File: config.mk
export PLATFORM = sky130hd
export DESIGN_NAME = uart_rx_ctrl_flat
export DESIGN_NICKNAME = d
export VERILOG_FILES = /design/src/rtl/uart_rx_ctrl_if.sv /design/src/rtl/uart_rx_ctrl.sv /design/src/flat_wrapper.sv
export SDC_FILE = /design/constraint.sdc
export NUM_CORES = 1
export LEC_CHECK = 0
export ABC_AREA = 1
export CORE_MARGIN = 8
export CORE_UTILIZATION = 63
export CTS_BUF_LIST = sky130_fd_sc_hd__clkbuf_16
export DETAILED_ROUTE_END_ITERATION = 8
export DONT_BUFFER_PORTS = 1
export PLACE_DENSITY = 0.89
export SYNTH_ARGS = -nofsm -noshare
export SYNTH_HDL_FRONTEND = slang
export SYNTH_SLANG_ARGS = --single-unit
File: constraint.sdc
create_clock -name clk -period 2.2 [get_ports clk]
set_clock_uncertainty 0.05 [all_clocks]
set_input_delay 0.22 -clock clk [delete_from_list [all_inputs] [get_ports clk]]
set_output_delay 0.22 -clock clk [all_outputs]
set_load 0.05 [all_outputs]
File: src/rtl/uart_rx_ctrl_if.sv
// uart_rx_ctrl_if
//  Signal bundle around the UART receive frame controller.
//  Line/config : rx_in, prescale, par_en, par_typ          (into controller)
//  Sampler link: sampled_bit                               (into controller)
//                dat_samp_en, edge_cnt, samp_prescale      (out of controller)
//  Word output : p_data, data_valid, par_err, stp_err, busy (out of controller)
//  master = controller side; slave = line/sampler/consumer side.
interface uart_rx_ctrl_if #(
   parameter int PRSC_WIDTH = 6,
   parameter int DATA_WIDTH = 8
);
   logic                  rx_in;
   logic [PRSC_WIDTH-1:0] prescale;
   logic                  par_en;
   logic                  par_typ;
   logic                  sampled_bit;
   logic                  dat_samp_en;
   logic [PRSC_WIDTH-2:0] edge_cnt;
   logic [PRSC_WIDTH-2:0] samp_prescale;
   logic [DATA_WIDTH-1:0] p_data;
   logic                  data_valid;
   logic                  par_err;
   logic                  stp_err;
   logic                  busy;

   modport master (
      input  rx_in, prescale, par_en, par_typ, sampled_bit,
      output dat_samp_en, edge_cnt, samp_prescale, p_data, data_valid,
             par_err, stp_err, busy
   );

   modport slave (
      output rx_in, prescale, par_en, par_typ, sampled_bit,
      input  dat_samp_en, edge_cnt, samp_prescale, p_data, data_valid,
             par_err, stp_err, busy
   );
endinterface

File: src/rtl/uart_rx_ctrl.sv
// uart_rx_ctrl
//  Frame controller for the UART receiver. Drives the 3-sample majority
//  sampler (enable, tick count, half-prescale), detects the start bit,
//  deserializes DATA_WIDTH bits LSB-first, checks optional parity and the
//  stop bit, and presents the word with a one-cycle valid strobe.
//  Ports:
//   clk  - oversample clock (P ticks per UART bit)
//   rst  - asynchronous reset, active high
//   bus  - uart_rx_ctrl_if.master: line/config/sampler inputs, sampler
//          control and received-word outputs
module uart_rx_ctrl #(
   parameter int MAX_PRESCALE = 32,
   parameter int PRSC_WIDTH   = $clog2(MAX_PRESCALE) + 1,
   parameter int DATA_WIDTH   = 8
) (
   input  logic           clk,
   input  logic           rst,
   uart_rx_ctrl_if.master bus
);
   localparam logic [2:0] S_IDLE   = 3'd0;
   localparam logic [2:0] S_START  = 3'd1;
   localparam logic [2:0] S_DATA   = 3'd2;
   localparam logic [2:0] S_PARITY = 3'd3;
   localparam logic [2:0] S_STOP   = 3'd4;

   localparam int BCW = (DATA_WIDTH > 1) ? $clog2(DATA_WIDTH) : 1;
   localparam int ECW = PRSC_WIDTH - 1;

   logic [2:0]            state;
   logic [PRSC_WIDTH-1:0] p_reg;
   logic                  par_en_r;
   logic                  par_typ_r;
   logic [ECW-1:0]        edge_cnt_r;
   logic [BCW-1:0]        bit_cnt;
   logic [DATA_WIDTH-1:0] shift_reg;
   logic [DATA_WIDTH-1:0] p_data_r;
   logic                  valid_r;
   logic                  par_err_r;
   logic                  stp_err_r;

   logic [PRSC_WIDTH-1:0] p_in;
   logic [PRSC_WIDTH-1:0] edge_ext;
   logic                  at_last;
   logic                  at_stop;
   logic                  exp_par;

   // Even ratio only, clamped to the smallest ratio the sampler window fits in.
   always_comb begin
      // NOTE: default assignment first so no path leaves p_in unassigned (no latch).
      p_in = bus.prescale & ~PRSC_WIDTH'(1);
      if (p_in < PRSC_WIDTH'(8)) p_in = PRSC_WIDTH'(8);
   end

   assign edge_ext = {1'b0, edge_cnt_r};
   assign at_last  = (edge_ext == p_reg - PRSC_WIDTH'(1));
   // Stop bit is judged right after its majority vote completes, leaving half
   // a bit of slack to catch the next start edge on back-to-back frames.
   assign at_stop  = (edge_ext == {1'b0, p_reg[PRSC_WIDTH-1:1]} + PRSC_WIDTH'(2));
   assign exp_par  = par_typ_r ? ~^shift_reg : ^shift_reg;

   // Tick counter: held at 0 while idle, wraps at bit end, and restarts when
   // the stop bit is evaluated early.
   always_ff @(posedge clk or posedge rst) begin
      if (rst) begin
         edge_cnt_r <= '0;
      end else if (state == S_IDLE || at_last || (state == S_STOP && at_stop)) begin
         // NOTE: non-blocking assignments for all state so every flop samples pre-edge values.
         edge_cnt_r <= '0;
      end else begin
         edge_cnt_r <= edge_cnt_r + ECW'(1);
      end
   end

   always_ff @(posedge clk or posedge rst) begin
      if (rst) begin
         // NOTE: the data path (shift_reg, p_data_r) is reset too, so a mid-frame reset leaves nothing stale on the outputs.
         state     <= S_IDLE;
         p_reg     <= '0;
         par_en_r  <= 1'b0;
         par_typ_r <= 1'b0;
         bit_cnt   <= '0;
         shift_reg <= '0;
         p_data_r  <= '0;
         valid_r   <= 1'b0;
         par_err_r <= 1'b0;
         stp_err_r <= 1'b0;
      end else begin
         valid_r <= 1'b0;
         case (state)
            S_IDLE: begin
               bit_cnt <= '0;
               if (!bus.rx_in) begin
                  state     <= S_START;
                  p_reg     <= p_in;
                  par_en_r  <= bus.par_en;
                  par_typ_r <= bus.par_typ;
                  par_err_r <= 1'b0;
                  stp_err_r <= 1'b0;
               end
            end
            S_START: begin
               // A high vote means the falling edge was a glitch: drop silently.
               if (at_last) state <= bus.sampled_bit ? S_IDLE : S_DATA;
            end
            S_DATA: begin
               if (at_last) begin
                  shift_reg <= {bus.sampled_bit, shift_reg[DATA_WIDTH-1:1]};
                  if (bit_cnt == BCW'(DATA_WIDTH - 1)) begin
                     bit_cnt <= '0;
                     state   <= par_en_r ? S_PARITY : S_STOP;
                  end else begin
                     bit_cnt <= bit_cnt + BCW'(1);
                  end
               end
            end
            S_PARITY: begin
               if (at_last) begin
                  par_err_r <= (bus.sampled_bit != exp_par);
                  state     <= S_STOP;
               end
            end
            S_STOP: begin
               if (at_stop) begin
                  stp_err_r <= ~bus.sampled_bit;
                  state     <= S_IDLE;
                  if (bus.sampled_bit && !par_err_r) begin
                     p_data_r <= shift_reg;
                     valid_r  <= 1'b1;
                  end
               end
            end
            default: state <= S_IDLE;
         endcase
      end
   end

   assign bus.busy          = (state != S_IDLE);
   assign bus.dat_samp_en   = (state != S_IDLE);
   assign bus.edge_cnt      = edge_cnt_r;
   assign bus.samp_prescale = p_reg[PRSC_WIDTH-1:1];
   assign bus.p_data        = p_data_r;
   assign bus.data_valid    = valid_r;
   assign bus.par_err       = par_err_r;
   assign bus.stp_err       = stp_err_r;
endmodule
File: src/flat_wrapper.sv
// flat-port wrapper written by rule: the top's interface ports become plain ports
module uart_rx_ctrl_flat 
#(
   parameter int MAX_PRESCALE = 32,
   parameter int PRSC_WIDTH   = $clog2(MAX_PRESCALE) + 1,
   parameter int DATA_WIDTH   = 8
)
  (clk, rst, bus_rx_in, bus_prescale, bus_par_en, bus_par_typ, bus_sampled_bit, bus_dat_samp_en, bus_edge_cnt, bus_samp_prescale, bus_p_data, bus_data_valid, bus_par_err, bus_stp_err, bus_busy);
  uart_rx_ctrl_if #(.PRSC_WIDTH(PRSC_WIDTH), .DATA_WIDTH(DATA_WIDTH)) bus_i ();
  input  logic clk;
  input  logic rst;
  input wire logic [$bits(bus_i.rx_in)-1:0] bus_rx_in;
  input wire logic [$bits(bus_i.prescale)-1:0] bus_prescale;
  input wire logic [$bits(bus_i.par_en)-1:0] bus_par_en;
  input wire logic [$bits(bus_i.par_typ)-1:0] bus_par_typ;
  input wire logic [$bits(bus_i.sampled_bit)-1:0] bus_sampled_bit;
  output wire logic [$bits(bus_i.dat_samp_en)-1:0] bus_dat_samp_en;
  output wire logic [$bits(bus_i.edge_cnt)-1:0] bus_edge_cnt;
  output wire logic [$bits(bus_i.samp_prescale)-1:0] bus_samp_prescale;
  output wire logic [$bits(bus_i.p_data)-1:0] bus_p_data;
  output wire logic [$bits(bus_i.data_valid)-1:0] bus_data_valid;
  output wire logic [$bits(bus_i.par_err)-1:0] bus_par_err;
  output wire logic [$bits(bus_i.stp_err)-1:0] bus_stp_err;
  output wire logic [$bits(bus_i.busy)-1:0] bus_busy;
  assign bus_i.rx_in = bus_rx_in;
  assign bus_i.prescale = bus_prescale;
  assign bus_i.par_en = bus_par_en;
  assign bus_i.par_typ = bus_par_typ;
  assign bus_i.sampled_bit = bus_sampled_bit;
  assign bus_dat_samp_en = bus_i.dat_samp_en;
  assign bus_edge_cnt = bus_i.edge_cnt;
  assign bus_samp_prescale = bus_i.samp_prescale;
  assign bus_p_data = bus_i.p_data;
  assign bus_data_valid = bus_i.data_valid;
  assign bus_par_err = bus_i.par_err;
  assign bus_stp_err = bus_i.stp_err;
  assign bus_busy = bus_i.busy;
  uart_rx_ctrl #(.MAX_PRESCALE(MAX_PRESCALE), .PRSC_WIDTH(PRSC_WIDTH), .DATA_WIDTH(DATA_WIDTH)) u_core (.clk(clk), .rst(rst), .bus(bus_i));
endmodule
==> results.md <==
- The die outline area is 5479 um2.
- The basic-gate share of the synthesized area counting and, or, nand and nor cells is 28.44%.
- The total wire length is 4.439 mm.
- The maximum number of buffers from clock root to sink is 2.
- Along the worst hold path, the cell count comes to 2.
- The max-slew headroom at the worst pin is a little under two thirds.
- The synthesized netlist devotes 9.794% of its cell area to compound gates.
- The number of cells after detailed placement is 318.
- The count of nets left with antenna violations once routing finished came out at 0.
- The slowest cell on the critical path is sky130_fd_sc_hd__dfrtp_2.
- The critical path's most frequent cell is sky130_fd_sc_hd__nand2_1.
- The multi-input logic area is between 900 and 1000 um2.
- The smallest hold slack is just under 0.02 ns.
- The final cell count without fillers is 328.
- The initial antenna violation count is 0.
- The die width is 74.02 um.
- The number of buffers and inverters on the critical path is 2.
- The number of max-cap violations is 0.
- CTS placed an instance of sky130_fd_sc_hd__clkbuf_16 at the clock tree root.
- The detailed-route wire length per cell is 13.53 um.
- The vertical extent of the die is 74.02 um.
- Global routing used 17.51% of the available tracks across all layers.
- Grouping stages by cell kind, the critical path spends the most delay in simple AND/OR/NAND/NOR gates.
- The floorplan step defined a core boundary enclosing ~3300 um2.
- The number of remaining DRC errors is 0.
- The initial utilization of the core area, before any placement, comes to 64.57%.
- Across all layers, the routed design uses 1704 vias.
- The post-synthesis share of cell area spent on xor and xnor gates is 4.543%.
- The first-pass GRT wire length is 7.417 mm.
- The CTS clock-pin slew for the worst setup and hold paths is 0.05 ns.
- The final antenna diode count is 0.
- After synthesis, the share of cell area in mux cells is 0%.
- In the finished design, the share of the clock period the worst path needs comes to 89.96%.
- The time the worst path needs with I/O delays and setup is 1.979 ns.
- Setup repair after global routing left no endpoint under its margin.
- The most frequent cell after synthesis is sky130_fd_sc_hd__nand2_1.
- Counting cells, the worst reg-to-reg path comes to 12.
- The final-report hold violation count is 0.
- The number of setup violations in the final report is 0.
- The synthesized design spends more area on one cell type than any other, namely sky130_fd_sc_hd__dfrtp_1.
- The maximum frequency from static timing analysis is about 0.51 GHz.
- Clock latency on the worst-skew pair, taken at its later pin, is 0.28 ns.
- Data arrives at the worst endpoint at 2.11 ns.
- Routability-driven placement finished with a final weighted congestion of 0.9114.
- In the post-synthesis netlist, the biggest area contributors are sky130_fd_sc_hd__dfrtp_1, sky130_fd_sc_hd__nand2_1, sky130_fd_sc_hd__inv_1.
- For this run, the number of Yosys warnings is 0.
- The number of detailed-routing iterations run before antenna repair is 5.
- The number of port buffers is 0.
- Counting flops with an async set or reset pin after synthesis yields a share of 100.0%.
- In this run the worst path has a maximum fanout of 7.
- Using the TritonRoute via totals, the vias-per-cell ratio works out to 5.195.
- Counting flops and latches in the post-synthesis netlist gives 37.
- Traced cell by cell, the critical path runs through inv_1, ha_1, inv_1, nand2_1, nand2_1, nand2_1, nand2_1, nor2_2, nand2_1, nand2_1, nand2_1, o21ai_0.
- The number of different library cells used by synthesis comes to 26.
- The final cell utilization of the core is 72.95%.
- The leakage component of the power is about 0.0013 uW.
- For this block, the initial DRC count from the detailed router was 120.
- The commonest cells after synthesis are sky130_fd_sc_hd__nand2_1, sky130_fd_sc_hd__dfrtp_1, sky130_fd_sc_hd__inv_1.
- The storage element area is slightly above 900 um2.
- The required time at the endpoint of the critical path is 2.33 ns.
- Of the total synthesized cell area, the portion taken by full adders, half adders and majority gates is 4.130%.
- TritonCTS built the clock tree.
- Fill cells in the final layout number around 270.
- After floorplanning, the core was divided into 21 placement rows.
- The cell depth of the worst setup path is 12.
- The synthesized design devotes to its leading area cell type 43.66% of total area.
- The I/O pin count is 35.
- VDD sags by at most approximately 840 uV.
- The H-tree was split into 2 levels.
- STA classifies the critical path startpoint as a register.
- After global routing the overflow that remains totals 0.
- The path class of the tightest hold or removal check is in2reg.
- The number of nets in the finished design is 300.
- The number of flops mapped to enable cells by yosys is 0.
- The share of final-layout standard cells stronger than drive strength 1 is 19.50%.
- The smallest setup slack after layout is 0.2208 ns.
- The type of the worst setup path is reg2reg.
- The maximum cell stage delay along the critical path is roughly 0.46 ns.
- After synthesis, flip-flops and latches occupy ~44% of the total area.
- The clock net in this run drives a total of 37 sinks.
- Compared with the post-synthesis result, the final layout area differs by 12.98%.
- The kind of end point of the critical path is a register.
- After synthesis, the largest family of logic cells by area is simple AND/OR/NAND/NOR gates.
- For the pin with the worst max-slew slack, the measured transition is 0.5408 ns.
- The instance count of the mapped netlist is 265.
- The setup TNS is 0 ns.
- Among all flip-flop cells after synthesis, the most frequent one is sky130_fd_sc_hd__dfrtp_1.
- The post-synthesis average cell area is 8.003 um2.
- The maximum number of pins on one net before global-route repair is 38.
- The synthesized netlist occupies a cell area of roughly 2100 um2.
- The synthesized net count is 284.
- The via count of the first global-routing pass was around 1700.
- Once the clock tree was built, the resizer swapped 0 gates to a different size.
- The number of CTS-inserted buffers is 5.
- The run finished with clean final reports.
- The power density over cell area is 1351 nW/um2.
- The HPWL after detailed placement is 3.155 mm.
- The number of pins with negative max-slew slack in the final report was 0.
- The worst setup slack before clock tree synthesis is 0.1863 ns.
## layer usage
layer  global-route usage [%]  part of all wire (%)  up-vias
li1                         -                     -      856
met1                    19.87                    42      791
met2                    28.32                    48       44
met3                    6.199                   6.9       13
met4                    9.091                   3.1        0
met5                        0                     0        -
## cells in the final DEF, fill, tap and decap left out, drive strengths merged
cell type,netlist,layout
nand2,87,87
inv,40,41
dfrtp,37,37
o21ai,27,27
nand3,18,18
nor2,18,18
buf,6,14
ha,7,7
nand4,6,6
xnor2,6,6
xor2,5,5
clkbuf,0,5
or2,3,3
nor3,2,2
o31ai,2,2
clkinv,0,2
a21oi,1,1
dlygate4sd3,0,1
## worst register-to-register path: stages, from the launching register on
cell,delay [ns]
sky130_fd_sc_hd__dfrtp_2,0.46
sky130_fd_sc_hd__inv_1,0.12
sky130_fd_sc_hd__ha_1,0.22
sky130_fd_sc_hd__inv_1,0.05
sky130_fd_sc_hd__nand2_1,0.08
sky130_fd_sc_hd__nand2_1,0.07
sky130_fd_sc_hd__nand2_1,0.08
sky130_fd_sc_hd__nand2_1,0.07
sky130_fd_sc_hd__nor2_2,0.21
sky130_fd_sc_hd__nand2_1,0.11
sky130_fd_sc_hd__nand2_1,0.13
sky130_fd_sc_hd__nand2_1,0.07
sky130_fd_sc_hd__o21ai_0,0.18
## through the flow
stage	total power [uW]	area, um2
3_3_place_gp	2505	2227
4_1_cts	3231	2376
5_1_grt	3472	2396
3_5_place_dp	2551	2227
2_1_floorplan	2250	2122
6_report	3237	2396
## timing repair
item                                    CTS  global route
setup buffers                             0             1
endpoints found under the hold margin    37             0
endpoints found under the setup margin    0             3
hold buffers                              1             0
## path summary, 6_finish.rpt
path | from | endpoint | slack, ns
max in group asynchronous | rst | u_core.p_reg[2] | 1.31
max | u_core.p_reg[2] | u_core.state[2] | 0.22
min | bus_par_typ | u_core.par_typ_r | 0.02
min in group asynchronous | rst | u_core.bus.p_data[2] | 0.44
min reg2reg | u_core.bit_cnt[1] | u_core.bit_cnt[1] | 0.43
max reg2reg | u_core.p_reg[2] | u_core.state[2] | 0.22
## cell type report
class                           instances  area share, %
Clock inverter                          3         0.5744
Multi-Input combinational cell        182          41.51
Tap cell                               46          2.402
Timing Repair Buffer                   15          5.326
Sequential cell                        37          38.69
Inverter                               40          6.266
Clock buffer                            5          5.222
## logic make-up after synthesis
logic type | count (synthesis)
and+or+nand+nor | 134
buffers and inverters | 46
DFF | 37
AOI/OAI and AO/OA | 30
xor gates and xnor gates | 11
adders and majority gates | 7
## report_power, final
group          total (uW)  leakage [uW]  switching, uW  internal [uW]
Clock                 669     0.0000748            259            411
Sequential           1020      0.000493            206            818
Combinational        1540      0.000693           1070            474
Total                3240       0.00126           1530           1700
Power figures use the tool's default switching activity.
